[src/rtl/dft_arb.sv]
// dft_arb: round-robin arbiter/sequencer sharing one 8-point DFT core between two requesters.
// Latency: dft_next in the handshake cycle, dft_x one cycle later; rsp_valid 2 cycles after dft_next_out.
// Backpressure: ready low outside IDLE, during reset and while the tag FIFO is full; no response backpressure.
module dft_arb #(
  parameter int W     = 8,
  parameter int N     = 8,
  parameter int GAP   = 2,
  parameter int DEPTH = 4
) (
  input  logic                     clk,
  input  logic                     rst_n,
  input  logic                     req0_valid,
  output logic                     req0_ready,
  input  logic [N*W-1:0]           req0_data,
  input  logic                     req1_valid,
  output logic                     req1_ready,
  input  logic [N*W-1:0]           req1_data,
  output logic                     dft_next,
  output logic [N*W-1:0]           dft_x,
  input  logic                     dft_next_out,
  input  logic [N*W-1:0]           dft_y,
  output logic                     rsp_valid,
  output logic                     rsp_id,
  output logic [N*W-1:0]           rsp_data,
  output logic [$clog2(DEPTH):0]   inflight,
  output logic                     err
);

  localparam int AW = $clog2(DEPTH);
  localparam int CW = AW + 1;
  localparam int GW = $clog2(GAP + 1);

  typedef enum logic [1:0] {S_IDLE, S_LOAD, S_HOLD} state_t;

  state_t           state_q, state_d;
  logic [GW-1:0]    gap_q, gap_d;
  logic             last_q, last_d;
  logic [N*W-1:0]   frame_q, frame_d;
  logic [DEPTH-1:0] tag_q, tag_d;
  logic [AW-1:0]    wr_ptr_q, wr_ptr_d;
  logic [AW-1:0]    rd_ptr_q, rd_ptr_d;
  logic [CW-1:0]    count_q, count_d;
  logic             cap_q, cap_d;
  logic             rsp_valid_q, rsp_valid_d;
  logic             rsp_id_q, rsp_id_d;
  logic [N*W-1:0]   rsp_data_q, rsp_data_d;
  logic             err_q, err_d;

  logic full, empty, grant_ok, gnt_id, push, pop;

  // Arbitration: grant only from IDLE, out of reset, with room in the tag FIFO.
  always_comb begin
    full       = (count_q == CW'(DEPTH));
    empty      = (count_q == '0);
    grant_ok   = rst_n && (state_q == S_IDLE) && !full && (req0_valid || req1_valid);
    gnt_id     = (req0_valid && req1_valid) ? ~last_q : req1_valid;
    req0_ready = grant_ok && !gnt_id;
    req1_ready = grant_ok && gnt_id;
    dft_next   = grant_ok;
    dft_x      = (state_q == S_LOAD) ? frame_q : '0;
  end

  // Issue FSM: latch frame on handshake, present it for one cycle, then enforce the issue gap.
  always_comb begin
    state_d = state_q;
    gap_d   = gap_q;
    last_d  = last_q;
    frame_d = frame_q;
    case (state_q)
      S_IDLE: begin
        if (grant_ok) begin
          state_d = S_LOAD;
          last_d  = gnt_id;
          frame_d = gnt_id ? req1_data : req0_data;
        end
      end
      S_LOAD: begin
        if (GAP == 2) begin
          state_d = S_IDLE;
        end else begin
          state_d = S_HOLD;
          gap_d   = GW'(GAP - 2);
        end
      end
      S_HOLD: begin
        gap_d = gap_q - 1'b1;
        if (gap_q <= GW'(1)) state_d = S_IDLE;
      end
      default: state_d = S_IDLE;
    endcase
  end

  // Tag FIFO and return path: capture result the cycle after next_out, pop the owning id with it.
  always_comb begin
    push        = grant_ok;
    pop         = cap_q && !empty;
    tag_d       = tag_q;
    if (push) tag_d[wr_ptr_q] = gnt_id;
    wr_ptr_d    = wr_ptr_q + AW'(push);
    rd_ptr_d    = rd_ptr_q + AW'(pop);
    count_d     = count_q + CW'(push) - CW'(pop);
    cap_d       = dft_next_out;
    rsp_valid_d = cap_q;
    rsp_id_d    = rsp_id_q;
    rsp_data_d  = rsp_data_q;
    if (cap_q) begin
      rsp_data_d = dft_y;
      rsp_id_d   = empty ? 1'b0 : tag_q[rd_ptr_q];
    end
    // A result with no matching tag means the core and this block disagree; keep it visible.
    err_d = err_q || (cap_q && empty);
  end

  // State registers.
  always_ff @(posedge clk or negedge rst_n) begin
    if (!rst_n) begin
      state_q     <= S_IDLE;
      gap_q       <= '0;
      last_q      <= 1'b1;
      frame_q     <= '0;
      tag_q       <= '0;
      wr_ptr_q    <= '0;
      rd_ptr_q    <= '0;
      count_q     <= '0;
      cap_q       <= 1'b0;
      rsp_valid_q <= 1'b0;
      rsp_id_q    <= 1'b0;
      rsp_data_q  <= '0;
      err_q       <= 1'b0;
    end else begin
      state_q     <= state_d;
      gap_q       <= gap_d;
      last_q      <= last_d;
      frame_q     <= frame_d;
      tag_q       <= tag_d;
      wr_ptr_q    <= wr_ptr_d;
      rd_ptr_q    <= rd_ptr_d;
      count_q     <= count_d;
      cap_q       <= cap_d;
      rsp_valid_q <= rsp_valid_d;
      rsp_id_q    <= rsp_id_d;
      rsp_data_q  <= rsp_data_d;
      err_q       <= err_d;
    end
  end

  assign rsp_valid = rsp_valid_q;
  assign rsp_id    = rsp_id_q;
  assign rsp_data  = rsp_data_q;
  assign inflight  = count_q;
  assign err       = err_q;

endmodule
[config.mk]
export PLATFORM = sky130hd
export DESIGN_NAME = dft_arb
export DESIGN_NICKNAME = d
export VERILOG_FILES = /design/src/rtl/dft_arb.sv
export SDC_FILE = /design/constraint.sdc
export NUM_CORES = 1
export LEC_CHECK = 0
export BUFFER_PORTS_ARGS = -buffer_cell sky130_fd_sc_hd__buf_2
export CAP_MARGIN = 20
export CORE_ASPECT_RATIO = 0.7
export CORE_MARGIN = 3
export CORE_UTILIZATION = 25
export CTS_BUF_LIST = sky130_fd_sc_hd__clkbuf_4
export DETAILED_ROUTE_END_ITERATION = 12
export SKIP_CTS_REPAIR_TIMING = 1
export SYNTH_ARGS = -nofsm -noshare
export SYNTH_HDL_FRONTEND = slang
export SYNTH_SLANG_ARGS = --single-unit
export TNS_END_PERCENT = 10
[constraint.sdc]
create_clock -name clk -period 6.1 [get_ports clk]
set_input_delay 0.305 -clock clk [delete_from_list [all_inputs] [get_ports clk]]
set_output_delay 0.305 -clock clk [all_outputs]
set_load 0.05 [all_outputs]
==> impl_metrics.json <==
{
  "status": "finished clean",
  "drt_iter0_drc": 141,
  "start_kind": "input pin",
  "routed_wl_mm": 18.0,
  "cp_data_arrival_time_ns": 3.48,
  "cp_slowest_cell": "buf_4",
  "area_delta_synth_final_pct": 44.7,
  "via_per_inst": 4.06,
  "finalHoldViolCount": 0,
  "numCtsBuffers": 17,
  "grt_pass1_vias": 4913,
  "stdcell_count": 1236,
  "firstDrtPassIters": 4,
  "place_area_um2": 8820,
  "synth_seq_area_share": 0.534,
  "hold_slack_ns": 0.108,
  "drtAntennaViolNets": 0,
  "worst_slack_ns": 2.31,
  "synth.area.top_cells": "dfrtp_1 53%, mux2_2 28%, mux2_4 6.6%",
  "dieHeight_um": 144,
  "finalCritPeriodShare": 0.621,
  "core_area_um2": 26200,
  "grt_first_pass_wirelength_mm": 26.3,
  "fp.dieW_um": 203,
  "use_met2": 0.190,
  "use_met1": 0.145,
  "overflow": 0,
  "worstMarginPinSlew_ns": 1.05,
  "ys_warn_count": 0,
  "antenna_found_initial": 1,
  "max_freq_ghz": 0.264,
  "gp_congestion": 0.706,
  "syn-cell-area_um2": 6800,
  "via_count": 5020,
  "multi_input_area_um2": 3020,
  "endpoint_kind": "output pin",
  "dp.cells": 1137,
  "path_cells": "dlygate4sd3_1 -> buf_6 -> nand2b_1 -> nor3_4 -> buf_4 -> buf_2",
  "slowest_delay_ns": 0.83,
  "cts-root-buf": "clkbuf_4",
  "netlist.area_leader.share": 0.530,
  "grt_usage": 0.114,
  "layout_min_cycle_time_ns": 3.79,
  "stdcell_area_um2": 9840,
  "cts_tree": "built",
  "finalSetupViolCount": 0,
  "hold_path_class": "in2reg",
  "final_nets": 1065,
  "ir_drop_uv": 160,
  "synth.most_common_cell": "mux2_2",
  "start_util": 0.259,
  "htree_levels": 4,
  "fin_skew_ns": 0.0187,
  "synth_cells": 470,
  "rsz0062_at_grt": "no",
  "synth_common_cells": "167 x mux2_2, 144 x dfrtp_1, 65 x and2_1, 30 x mux2_4, 12 x buf_2",
  "final_layout_size_suffix_gt1_frac": 0.653,
  "row_count": 49,
  "finalSetupTns_ns": 0,
  "wl_per_cell_um": 14.6,
  "busiest_layer": "met2",
  "path_class": "in2out",
  "clk_pin_slew_worst_paths_ns": 0.14,
  "cellLeakagePower_nw": 4.76,
  "avgSynthCellArea_um2": 14.5,
  "synth_top_area_cell": "dfrtp_1",
  "dp_hpwl_mm": 12.4,
  "clk_path_buf_depth": 2,
  "io-pin-count": 334,
  "clock-sinks": 145,
  "critPathRequiredTime_ns": 5.79,
  "power.density_nw_per_um2": 391,
  "fillers": 2541,
  "path_max_fanout": 87,
  "cap_violations": 0,
  "use_met3": 0.0340,
  "synth-seq-cells": 145,
  "dp_worst_setup_slack_ns": 2.76,
  "grt_max_degree": 88,
  "ys_types": 27,
  "drc": 0,
  "insertion_delay_ns": 0.53,
  "design.die.area_um2": 29200,
  "synth_edf_count": 0,
  "syn_nets": 670,
  "seqCellArea_um2": 3630,
  "slew_viol_final": 0,
  "synth-main-ff-cell": "dfrtp_1",
  "io_buffers": 333,
  "max_slew_margin": 0.301,
  "synthArstFlopShare": 1.00
}
## report_power, final
group	total (mW)	leakage, nW	switching (mW)	internal (mW)
registers	1.44	1.70	0.171	1.27
clock network	0.750	0.185	0.365	0.384
logic	1.66	2.87	0.985	0.674
total	3.85	4.76	1.52	2.33
## layout make-up
class,count,area share
antenna,1,0.000254
clock buffer,20,0.0153
clock inverter,12,0.0209
inverter,3,0.00114
multi-input combinational,294,0.307
sequential,145,0.369
tap,357,0.0454
timing repair buffer,404,0.241
## stage by stage
step | total power, mW | util
floorplan | 2.70 | -
CTS | 3.89 | 0.350
detailed placement | 3.11 | 0.336
global route | 4.08 | 0.375
global placement | 3.08 | 0.336
finish | 3.85 | 0.375
## logic make-up after synthesis
family	synth area share
AO/OA/AOI/OAI	0.00644
multiplexers	0.346
XOR/XNOR	0.00644
buffers and inverters	0.0237
adder cells (fa/ha/maj)	0.00662
flip-flops	0.534
AND/OR/NAND/NOR	0.0767
## flip-flops by register name (all words and copies together) (netlist names)
| name | cells |
|---|---|
| cap_q | 1 |
| err | 1 |
| frame_q | 64 |
| inflight | 3 |
| last_q | 1 |
| rd_ptr_q | 2 |
| rsp_data | 64 |
| rsp_id | 1 |
| rsp_valid | 1 |
| state_q | 1 |
| tag_q | 4 |
| wr_ptr_q | 2 |
## critical path: cells and delay by family
family,cells,cell delay [ns]
and+or+nand+nor,2,0.69
buffers and inverters,4,2.38
## placed cells by master (no fill, tap or decap), types with 4 or more instances in the layout
master,instances
clkbuf_4,20
dlygate4sd3_1,66
and2_1,65
buf_4,5
bufinv_16,5
mux2_2,167
dfrtp_1,143
mux2_4,30
buf_2,332
nor4_1,4
## path summary, 6_finish.rpt
| path | startpoint | endpoint | slack (ns) | depth (start not counted) |
|---|---|---|---|---|
| min in group asynchronous | rst_n | frame_q[53] | 0.38 | 2 |
| max in group asynchronous | rst_n | frame_q[26] | 4.40 | 3 |
| worst max register to register | state_q[0] | frame_q[25] | 3.31 | 5 |
| worst min-delay path | req0_data[24] | frame_q[24] | 0.11 | 3 |
| worst min register to register | err | err | 0.48 | 1 |
| worst max-delay path | rst_n | dft_next | 2.31 | 6 |
## layer usage
metal	wire length [µm]	part of all wire	up-vias
met5	0	0	-
met4	196	0.011	0
met3	1080	0.060	11
met2	8860	0.49	158
met1	7880	0.44	2425
li1	-	-	2426
Note: power is estimated with default switching activity, not from simulation.
